--- src/rtl/ir_nec_pkg.sv ---
// Shared NEC IR definitions: FSM state encoding, default segment timings
// (also used for the receive-side thresholds) and frame assembly.
package ir_nec_pkg;

  typedef enum logic [2:0] {
    ST_IDLE,
    ST_LEAD_LO,
    ST_LEAD_HI,
    ST_BIT_LO,
    ST_BIT_HI,
    ST_STOP_LO,
    ST_GAP
  } ir_state_e;

  localparam int NEC_LEADER_LO   = 450000;
  localparam int NEC_LEADER_HI   = 225000;
  localparam int NEC_BURST       = 28000;
  localparam int NEC_SPACE0      = 28000;
  localparam int NEC_SPACE1      = 84500;
  localparam int NEC_GAP         = 2000000;
  localparam int NEC_CARRIER_DIV = 1316;
  localparam int NEC_CNT_W       = 21;

  function automatic logic [31:0] nec_frame(input logic [15:0] addr, input logic [7:0] cmd);
    return {~cmd, cmd, addr};
  endfunction

endpackage

--- src/rtl/ir_nec_transmit_carrier.sv ---
// 1/3-duty carrier for the IR LED; the phase restarts whenever a burst begins.
module ir_carrier_gen
  import ir_nec_pkg::*;
#(
  parameter int DIV = NEC_CARRIER_DIV
) (
  input  logic clk_sys,
  input  logic rst_b,
  input  logic en,
  output logic led
);

  localparam logic [15:0] HiLen = 16'(DIV / 3);
  localparam logic [15:0] Last  = 16'(DIV - 1);

  logic [15:0] phase_q, phase_d;
  logic        led_q, led_d;

  always_comb begin
    phase_d = 16'd0;
    led_d   = 1'b0;
    if (en) begin
      led_d   = (phase_q < HiLen);
      phase_d = (phase_q == Last) ? 16'd0 : phase_q + 16'd1;
    end
  end

  always_ff @(posedge clk_sys or negedge rst_b) begin
    if (!rst_b) begin
      phase_q <= 16'd0;
      led_q   <= 1'b0;
    end else begin
      phase_q <= phase_d;
      led_q   <= led_d;
    end
  end

  assign led = led_q;

endmodule

--- src/rtl/ir_nec_transmit.sv ---
// NEC IR frame generator (leader, 32 bits LSB first, stop, gap).
// Optional 38 kHz LED modulation is built when IR_TX_CARRIER_EN is defined.
//
// state    | meaning
// IDLE     | waiting for iSTART
// LEAD_LO  | leader burst
// LEAD_HI  | leader space
// BIT_LO   | data bit burst
// BIT_HI   | data bit space (length depends on bit value)
// STOP_LO  | stop burst
// GAP      | mandatory high time before the next frame
module ir_nec_transmit
  import ir_nec_pkg::*;
#(
  parameter int LEADER_LO = NEC_LEADER_LO,
  parameter int LEADER_HI = NEC_LEADER_HI,
  parameter int BURST     = NEC_BURST,
  parameter int SPACE0    = NEC_SPACE0,
  parameter int SPACE1    = NEC_SPACE1,
  parameter int GAP       = NEC_GAP
`ifdef IR_TX_CARRIER_EN
  , parameter int CARRIER_DIV = NEC_CARRIER_DIV
`endif
) (
  input  logic        iCLK,
  input  logic        iRST_n,
  input  logic        iSTART,
  input  logic [15:0] iADDR,
  input  logic [7:0]  iCMD,
  output logic        oIRDA,
  output logic        oBUSY,
  output logic        oDONE,
  output logic        oIR_LED
);

  ir_state_e              state_q, state_d;
  logic [NEC_CNT_W-1:0]   cnt_q, cnt_d;
  logic [NEC_CNT_W-1:0]   seg_len;
  logic [4:0]             bit_q, bit_d;
  logic [31:0]            frame_q, frame_d;
  logic                   irda_q, irda_d;
  logic                   busy_q, busy_d;
  logic                   done_q, done_d;
  logic                   seg_end;
  logic                   burst;

  always_comb begin
    seg_len = 21'd1;
    unique case (state_q)
      ST_LEAD_LO: seg_len = 21'(LEADER_LO);
      ST_LEAD_HI: seg_len = 21'(LEADER_HI);
      ST_BIT_LO:  seg_len = 21'(BURST);
      ST_BIT_HI:  seg_len = frame_q[bit_q] ? 21'(SPACE1) : 21'(SPACE0);
      ST_STOP_LO: seg_len = 21'(BURST);
      ST_GAP:     seg_len = 21'(GAP);
      default:    seg_len = 21'd1;
    endcase
  end

  assign seg_end = (cnt_q == seg_len - 21'd1);
  assign burst   = (state_q == ST_LEAD_LO) || (state_q == ST_BIT_LO) || (state_q == ST_STOP_LO);

  always_comb begin
    state_d = state_q;
    cnt_d   = cnt_q + 21'd1;
    bit_d   = bit_q;
    frame_d = frame_q;
    if (state_q == ST_IDLE) begin
      cnt_d = '0;
      bit_d = '0;
      if (iSTART) begin
        state_d = ST_LEAD_LO;
        frame_d = nec_frame(iADDR, iCMD);
      end
    end else if (seg_end) begin
      cnt_d = '0;
      unique case (state_q)
        ST_LEAD_LO: state_d = ST_LEAD_HI;
        ST_LEAD_HI: state_d = ST_BIT_LO;
        ST_BIT_LO:  state_d = ST_BIT_HI;
        ST_BIT_HI: begin
          // bit index saturates at 31 so it never wraps inside a frame
          if (bit_q == 5'd31) begin
            state_d = ST_STOP_LO;
          end else begin
            state_d = ST_BIT_LO;
            bit_d   = bit_q + 5'd1;
          end
        end
        ST_STOP_LO: state_d = ST_GAP;
        ST_GAP:     state_d = ST_IDLE;
        default:    state_d = ST_IDLE;
      endcase
    end
  end

  // Outputs are registered from the current state, so they trail it by one clock.
  always_comb begin
    irda_d = ~burst;
    done_d = (state_q == ST_GAP) && seg_end;
    busy_d = (state_q != ST_IDLE) && !done_d;
  end

  always_ff @(posedge iCLK or negedge iRST_n) begin
    if (!iRST_n) begin
      state_q <= ST_IDLE;
      cnt_q   <= '0;
      bit_q   <= '0;
      frame_q <= '0;
      irda_q  <= 1'b1;
      busy_q  <= 1'b0;
      done_q  <= 1'b0;
    end else begin
      state_q <= state_d;
      cnt_q   <= cnt_d;
      bit_q   <= bit_d;
      frame_q <= frame_d;
      irda_q  <= irda_d;
      busy_q  <= busy_d;
      done_q  <= done_d;
    end
  end

  assign oIRDA = irda_q;
  assign oBUSY = busy_q;
  assign oDONE = done_q;

`ifdef IR_TX_CARRIER_EN
  ir_carrier_gen #(
    .DIV(CARRIER_DIV)
  ) u_carrier (
    .clk_sys(iCLK),
    .rst_b  (iRST_n),
    .en     (burst),
    .led    (oIR_LED)
  );
`else
  assign oIR_LED = 1'b0;
`endif

endmodule

--- config.mk ---
export PLATFORM = sky130hd
export DESIGN_NAME = ir_nec_transmit
export DESIGN_NICKNAME = d
export VERILOG_FILES = /design/src/rtl/ir_nec_pkg.sv /design/src/rtl/ir_nec_transmit_carrier.sv /design/src/rtl/ir_nec_transmit.sv
export SDC_FILE = /design/constraint.sdc
export NUM_CORES = 1
export LEC_CHECK = 0
export BUFFER_PORTS_ARGS = -buffer_cell sky130_fd_sc_hd__buf_2
export CORE_ASPECT_RATIO = 0.7
export CORE_MARGIN = 8
export CORE_UTILIZATION = 54
export CTS_CLUSTER_SIZE = 24
export DETAILED_ROUTE_END_ITERATION = 10
export PLACE_DENSITY_LB_ADDON = 0.08
export SYNTH_ARGS = -nofsm -noshare
export SYNTH_HDL_FRONTEND = slang
export SYNTH_SLANG_ARGS = --single-unit
--- constraint.sdc ---
create_clock -name iCLK -period 2.7 [get_ports iCLK]
set_input_delay 0.27 -clock iCLK [delete_from_list [all_inputs] [get_ports iCLK]]
set_output_delay 0.27 -clock iCLK [all_outputs]
set_load 0.03 [all_outputs]
==> out/metrics.cfg, run 1 <==
[clocking]
clk_path_buf_depth = 2
cts_buffers = 9
clk_pin_slew_ns = 0.08
cts_tree = built
clkLatencyLatePin_ns = 0.36
cts.sink_count = 64
htreeDepth = 3
clock-root-buffer = clkbuf_8

[setup_path]
max_stage_delay_ns = 0.42
endpoint_kind = register
critPathTopFamily = compound AO/OA/AOI/OAI gates
cpMaxStageDelayCell = dfrtp_1
crit_top_cell = a2111oi_4
crit_path_start_kind = register
arrival_ns = 3.02
path_max_fanout = 6
critPathBufInv = 1
required_ns = 2.93
crit_chain = or2_4 -> a2111oi_4 -> a21oi_2 -> a2111oi_2 -> nand3b_1 -> a211o_1 -> a2111oi_4 -> buf_4 -> nand3_2 -> a221o_1
path_class = register to register

[synth]
avgSynthCellArea_um2 = 9.580
synth_ff_type = dfrtp_1
async_flop_share = 1.000
synth_edf_count = 0
ys_seq_area_frac = 0.4101
synthCells = 408
ys_types = 62
synth_area_mm2 = 0.003909
syn-num-nets = 438
yosysWarnings = 0
synth_seq_cells = 64

[final_layout]
register_area_mm2 = 0.001604
layout-drive-gt1-share = 0.3625
fin_nets = 505
diodes = 0
fill_cells = 578
multi_input_area_mm2 = 0.002180
final_cell_area_mm2 = 0.004871
area_growth_pct = 24.62

[power]
swShare = 0.2337
cellInternalPower_w = 0.001557
comb_power_share = 0.044
p_sw_w = 0.0004749
ir_worst_vdd_mv = 0.4060
clkPwrFrac = 0.463
sequentialPowerShare = 0.492
leakagePower_nw = 2.114
power_density_mw_per_mm2 = 417.1
p_total_w = 0.002032

[die]
die_h_um = 87.18
dieWidth_um = 117.7
ios = 31
core_area_mm2 = 0.007157
rows = 26
dieArea_mm2 = 0.01026
initial_core_util = 0.5462

[run]
drv_cap = 0

[sta]
final-hold-violation-count = 0
drv_slew = 0
min_period_ns = 2.785
layout_setup_ws_ns = -0.08459
grt_setup_unrepaired = true
fin_tns_setup_ns = -0.2121
clock.fmax_mhz = 359.1
post-route-period-util = 1.031
setup_viol = 5
hold-worst-slack_ns = 0.09026
skew_ns = 0.01158

[grt]
antenna_found_initial = 0
grt_overflow = 0
grt_pass1_wl_um = 16060
grt_usage = 0.1969
grt_max_degree = 41
grt_pass1_vias = 3122

[place]
place_worst_setup_slack_ns = -0.1685
gp_congestion = 0.8623
placed_area_mm2 = 0.004461
port_buffers = 29
post-dp-hpwl_um = 6939

[route]
detail-route-antenna-nets = 0
drc = 0
num_vias = 3311
wl_per_cell_um = 16.89
wl_um = 9765
drtIter0Drc = 212
vias_per_cell = 5.728
dr.pass1.iters = 5

[status]
status = complete, but fails checks
violations = setup timing

[min_path]
hp-class = input port to register

-- what timing repair did --
action,4_1_cts,5_1_grt
hold buffers,1,0
endpoints found under the hold margin,13,0
resized for setup,14,17
cloned,2,0
pin swaps,6,9
setup endpoints to repair,30,31
setup buffers,3,3
-- worst register-to-register path, stage by stage, from the launching register on --
cell and delay (ns):
dfrtp_1 0.42, or2_4 0.29, a2111oi_4 0.30, a21oi_2 0.08, a2111oi_2 0.33, nand3b_1 0.12
a211o_1 0.27, a2111oi_4 0.23, buf_4 0.22, nand3_2 0.08, a221o_1 0.33
-- registers in the layout (all words and copies together), names as in the netlist --
| register | count |
|---|---|
| bit_q | 5 |
| cnt_q | 21 |
| frame_q | 32 |
| oBUSY | 1 |
| oDONE | 1 |
| oIRDA | 1 |
| state_q | 3 |
-- power by group through the flow --
stage | logic (W) | registers (W) | clock network (W)
2_1_floorplan | 0.0000385 | 0.00101 | 0
3_3_place_gp | 0.0000838 | 0.00102 | 0
3_5_place_dp | 0.0000867 | 0.00102 | 0
4_1_cts | 0.0000908 | 0.000999 | 0.000966
5_1_grt | 0.000103 | 0.00100 | 0.00101
6_report | 0.0000903 | 0.00100 | 0.000942
-- final cells by class --
type	count	area share
clock buffers	9	0.02543
clock inverters	7	0.02106
inverters	4	0.003853
multi-input cells	302	0.4475
flip-flops and latches	64	0.3293
well taps	98	0.02517
repair buffers	94	0.1477
-- kinds of logic (layout without fill, tap and decap cells) --
kind of cell	count (synthesis)	count (layout)	synth area share
simple gates	165	165	0.2318
compound gates	71	71	0.1345
flops	64	64	0.4101
mux	42	42	0.1156
buf+inv	42	114	0.05281
xor+xnor	20	20	0.04481
fa+ha+maj	3	3	0.009604
other cells	1	1	0.0009594
-- per-layer routing --
metal	up-vias	GRT usage	routed length (um)
met1	1619	0.2861	5009
met2	79	0.2766	4115
met4	0	0.05556	83
li1	1604	-	-
met5	-	0	0
met3	9	0.05505	557
-- placed cells by master (no fill, tap or decap), types with 4 or more instances in the layout --
cell      netlist  routed
nand3b_1        4       4
buf_6           2       7
xor2_1         10      10
nand2b_1        7       7
nor2_1         32      32
buf_2           9      29
a21oi_1        22      22
and3_1          8       8
nand3_1        22      21
mux2_2         25      25
mux2i_1        17      14
nand4_1         6       6
buf_4           3      53
nor3_1         16      15
dfrtp_1        63      62
o21ai_0         6       4
nor3b_1         8       8
xnor2_1        10      10
nor2b_1         7       6
clkbuf_8        0       9
a31oi_1         6       6
a22oi_1         4       4
nand2_1        28      26
nor3_2         10      11
-- stage by stage --
step / std cells / utilization
global placement: 555 / 0.6233
detailed placement: 555 / 0.6233
global route: 578 / 0.6806
floorplan: 408 / -
finish: 578 / 0.6806
CTS: 577 / 0.6720
-- synth_stat cells, drive strengths merged, types with 2 or more instances --
cell / n / area (um2)
inv: 4 / 15.01
dfrtp: 63 / 1577
a2111oi: 4 / 78.82
or2: 3 / 18.77
nor3b: 8 / 60.06
and4: 2 / 17.52
or3: 2 / 12.51
nor2b: 7 / 43.79
a31oi: 6 / 37.54
a211o: 3 / 26.28
nand2: 28 / 105.1
o32ai: 3 / 26.28
o31a: 2 / 17.52
nand2b: 7 / 43.79
nand3: 22 / 110.1
nand3b: 4 / 30.03
buf: 18 / 116.4
xnor2: 10 / 87.58
nor2: 33 / 126.4
o211ai: 3 / 22.52
clkbuf: 20 / 75.07
nand4: 6 / 37.54
and2: 4 / 25.02
nor4bb: 2 / 20.02
o21ai: 9 / 48.80
mux2: 25 / 281.5
a22oi: 4 / 30.03
ha: 3 / 37.54
and3: 8 / 50.05
nor3: 26 / 180.2
a31o: 3 / 26.28
a21oi: 23 / 118.9
mux2i: 17 / 170.2
xor2: 10 / 87.58
-- path summary, 6_finish.rpt --
path,from,endpoint,slack [ns],depth (start not counted)
min in group asynchronous,iRST_n,cnt_q[4],0.34,2
max in group asynchronous,iRST_n,bit_q[1],1.61,3
worst max register to register,state_q[0],state_q[2],-0.08,10
worst min-delay path,iCMD[5],frame_q[29],0.09,2
worst max-delay path,state_q[0],state_q[2],-0.08,10
worst min register to register,cnt_q[0],cnt_q[0],0.50,1
(Power assumes the default switching activity.)
==> run 2: changes to the inputs <==
--- a/config.mk
+++ b/config.mk
@@ -8,10 +8,11 @@
 export BUFFER_PORTS_ARGS = -buffer_cell sky130_fd_sc_hd__buf_2
 export CORE_ASPECT_RATIO = 0.7
 export CORE_MARGIN = 8
-export CORE_UTILIZATION = 54
+export CORE_UTILIZATION = 56
 export CTS_CLUSTER_SIZE = 24
 export DETAILED_ROUTE_END_ITERATION = 10
 export PLACE_DENSITY_LB_ADDON = 0.08
+export REMOVE_ABC_BUFFERS = 1
 export SYNTH_ARGS = -nofsm -noshare
 export SYNTH_HDL_FRONTEND = slang
 export SYNTH_SLANG_ARGS = --single-unit
==> constraint.sdc (replaced) <==
create_clock -name iCLK -period 2.6 [get_ports iCLK]
set_input_delay 0.26 -clock iCLK [delete_from_list [all_inputs] [get_ports iCLK]]
set_output_delay 0.26 -clock iCLK [all_outputs]
set_load 0.03 [all_outputs]
==> out/metrics.cfg, run 2 (synthesized netlist as in run 1, its figures left out) <==
[power]
power_density_mw_per_mm2 = 403.2  ; -3.3%
leakagePower_nw = 2.069  ; -2.1%
ir_worst_vdd_mv = 0.3955  ; -2.6%

[sta]
layout_setup_ws_ns = -0.2444  ; -0.1598 ns
post-route-period-util = 1.094  ; +0.06268
skew_ns = 0.006676  ; -0.004908 ns
tightest_slew_ns = 0.8262
grt_setup_unrepaired = true
max_slew_margin = 0.4492
min_period_ns = 2.844  ; +0.05985 ns
clock.fmax_mhz = 351.6  ; -2.1%
final-hold-violation-count = 0  ; unchanged
drv_slew = 0  ; unchanged
setup_viol = 31  ; +26

[final_layout]
final_common_cell = dfrtp_1
reg_top3 = frame_q: 32 flops, cnt_q: 21 flops, bit_q: 5 flops
area_growth_pct = 26.41
fin_cells = 574  ; -0.69%
layout-drive-gt1-share = 0.3792  ; +0.01667
largest_reg_flops = 32  ; unchanged
post-route-util = 0.7313  ; +0.05070
final_cell_area_mm2 = 0.004941  ; +1.4%
layout_common_cells = dfrtp_1 (61), buf_4 (53), nor2_1 (32), buf_2 (29), nand2_1 (27)
max_flop_register = frame_q
diodes = 0  ; unchanged
fin_nets = 505  ; unchanged

[place]
dp_cells = 551  ; -0.72%
placed_area_mm2 = 0.004461  ; unchanged
place_worst_setup_slack_ns = -0.2842  ; -0.1156 ns
post-dp-hpwl_um = 6804  ; -1.9%
gp_congestion = 0.8661  ; +0.44%
port_buffers = 29  ; unchanged

[status]
status = complete, but fails checks
violations = setup timing

[setup_path]
crit_chain = or2_4 -> a2111oi_4 -> a21oi_2 -> a2111oi_2 -> nand3b_1 -> a211o_1 -> a2111oi_4 -> buf_4 -> and2_4 -> buf_8 -> o211ai_1
endpoint_kind = register
path_max_fanout = 7  ; +1
crit_path_start_kind = register
critPathTopFamily = compound AO/OA/AOI/OAI gates
required_ns = 2.83  ; -0.10 ns
arrival_ns = 3.07  ; +0.05 ns
max_stage_delay_ns = 0.43  ; about the same
cpMaxStageDelayCell = dfrtp_1
critPathBufInv = 2  ; +1
path_class = register to register
crit_top_cell = a2111oi_4

[grt]
grt_max_degree = 65  ; +59%
grt_usage = 0.2018  ; +0.004820
grt_pass1_wl_um = 15790  ; -1.6%
grt_overflow = 0  ; unchanged
antenna_found_initial = 0  ; unchanged
grt_pass1_vias = 3132  ; +0.32%

[die]
dieArea_mm2 = 0.009952  ; -3.0%
core_area_mm2 = 0.006756  ; -5.6%
initial_core_util = 0.5785  ; +0.03236
rows = 25  ; -3.8%
dieWidth_um = 115.9  ; -1.6%
die_h_um = 85.90  ; -1.5%
ios = 31  ; unchanged

[route]
drc = 0  ; unchanged
vias_per_cell = 5.751  ; +0.39%
dr.pass1.iters = 4  ; -1
num_vias = 3301  ; -0.30%
drtIter0Drc = 229  ; +8.0%
wl_per_cell_um = 16.90  ; about the same
wl_um = 9702  ; -0.65%
detail-route-antenna-nets = 0  ; unchanged

[min_path]
hp-class = input port to asynchronous set/reset pin

[clocking]
clk_path_buf_depth = 2  ; unchanged
cts.sink_count = 64  ; unchanged
cts_tree = built
htreeDepth = 3  ; unchanged
cts_buffers = 9  ; unchanged
clk_pin_slew_ns = 0.08  ; about the same
cts_hold_buf = 0  ; -1
clock-root-buffer = clkbuf_8
clkLatencyLatePin_ns = 0.35  ; about the same

[run]
drv_cap = 0  ; unchanged

## run 2: cell types whose count changed in the layout (fill, tap and decap cells not counted), moves of 2 or more
cell | previous run | this run
nor3_1 | 15 | 7
nor3_4 | 0 | 7
clkinv_2 | 0 | 2
clkinv_4 | 2 | 0
## run 2: layer usage
layer	GRT usage	share of wire
met5	0	0
met4	0.05510	0.0041
met3	0.05189	0.079
met2	0.2742	0.42
met1	0.3037	0.50
## run 2: final timing paths
path | from | end | slack [ns] | cells after the start
max | state_q[0] | bit_q[4] | -0.24 | 11
min | iRST_n | cnt_q[1] | 0.07 | 2
max reg2reg | state_q[0] | bit_q[4] | -0.24 | 11
min reg2reg | frame_q[16] | frame_q[16] | 0.51 | 1
max in group asynchronous | iRST_n | bit_q[1] | 1.92 | 2
min in group iCLK | iCMD[1] | frame_q[25] | 0.08 | 2
## run 2: layout make-up
| cell class | count | area, um2 |
|---|---|---|
| multi-input combinational | 302 | 2270 |
| fill | 511 | 1815 |
| sequential | 64 | 1605 |
| timing repair buffer | 94 | 738.2 |
| clock buffer | 9 | 123.9 |
| tap | 94 | 117.6 |
| clock inverter | 7 | 71.32 |
| inverter | 4 | 15.01 |
## run 2: per-stage QoR
stage               setup TNS [ns]  hold WS [ns]  total power (W)
finish                      -6.275       0.06639         0.001992
global route                -12.09       0.07884         0.002067
CTS                         -3.657       0.06908         0.002011
detailed placement          -5.724        0.4451         0.001147
global placement            -3.678        0.4407         0.001143
floorplan                   -68.87      -0.03559         0.001090
## run 2: timing repair
action / CTS / global route
setup endpoints to repair: 31 / 31
cloned: 1 / 1
pin swaps: 13 / 14
hold endpoints to repair: 0 / 0
gates resized for setup: 23 / 21
setup buffers: 3 / 2
## run 2: worst reg2reg max path: stages, from the launching register on
cell and delay [ns]:
dfrtp_1 0.43, or2_4 0.29, a2111oi_4 0.30, a21oi_2 0.06, a2111oi_2 0.37, nand3b_1 0.14, a211o_1 0.28, a2111oi_4 0.23
buf_4 0.18, and2_4 0.19, buf_8 0.16, o211ai_1 0.09
## run 2: power breakdown
part | internal [W] | leakage (nW) | switching (W) | total [W]
Combinational | 0.0000427 | 1.15 | 0.0000474 | 0.0000901
Clock | 0.000442 | 0.0916 | 0.000422 | 0.000864
Sequential | 0.00102 | 0.823 | 0.0000166 | 0.00104
Total | 0.00151 | 2.07 | 0.000486 | 0.00199
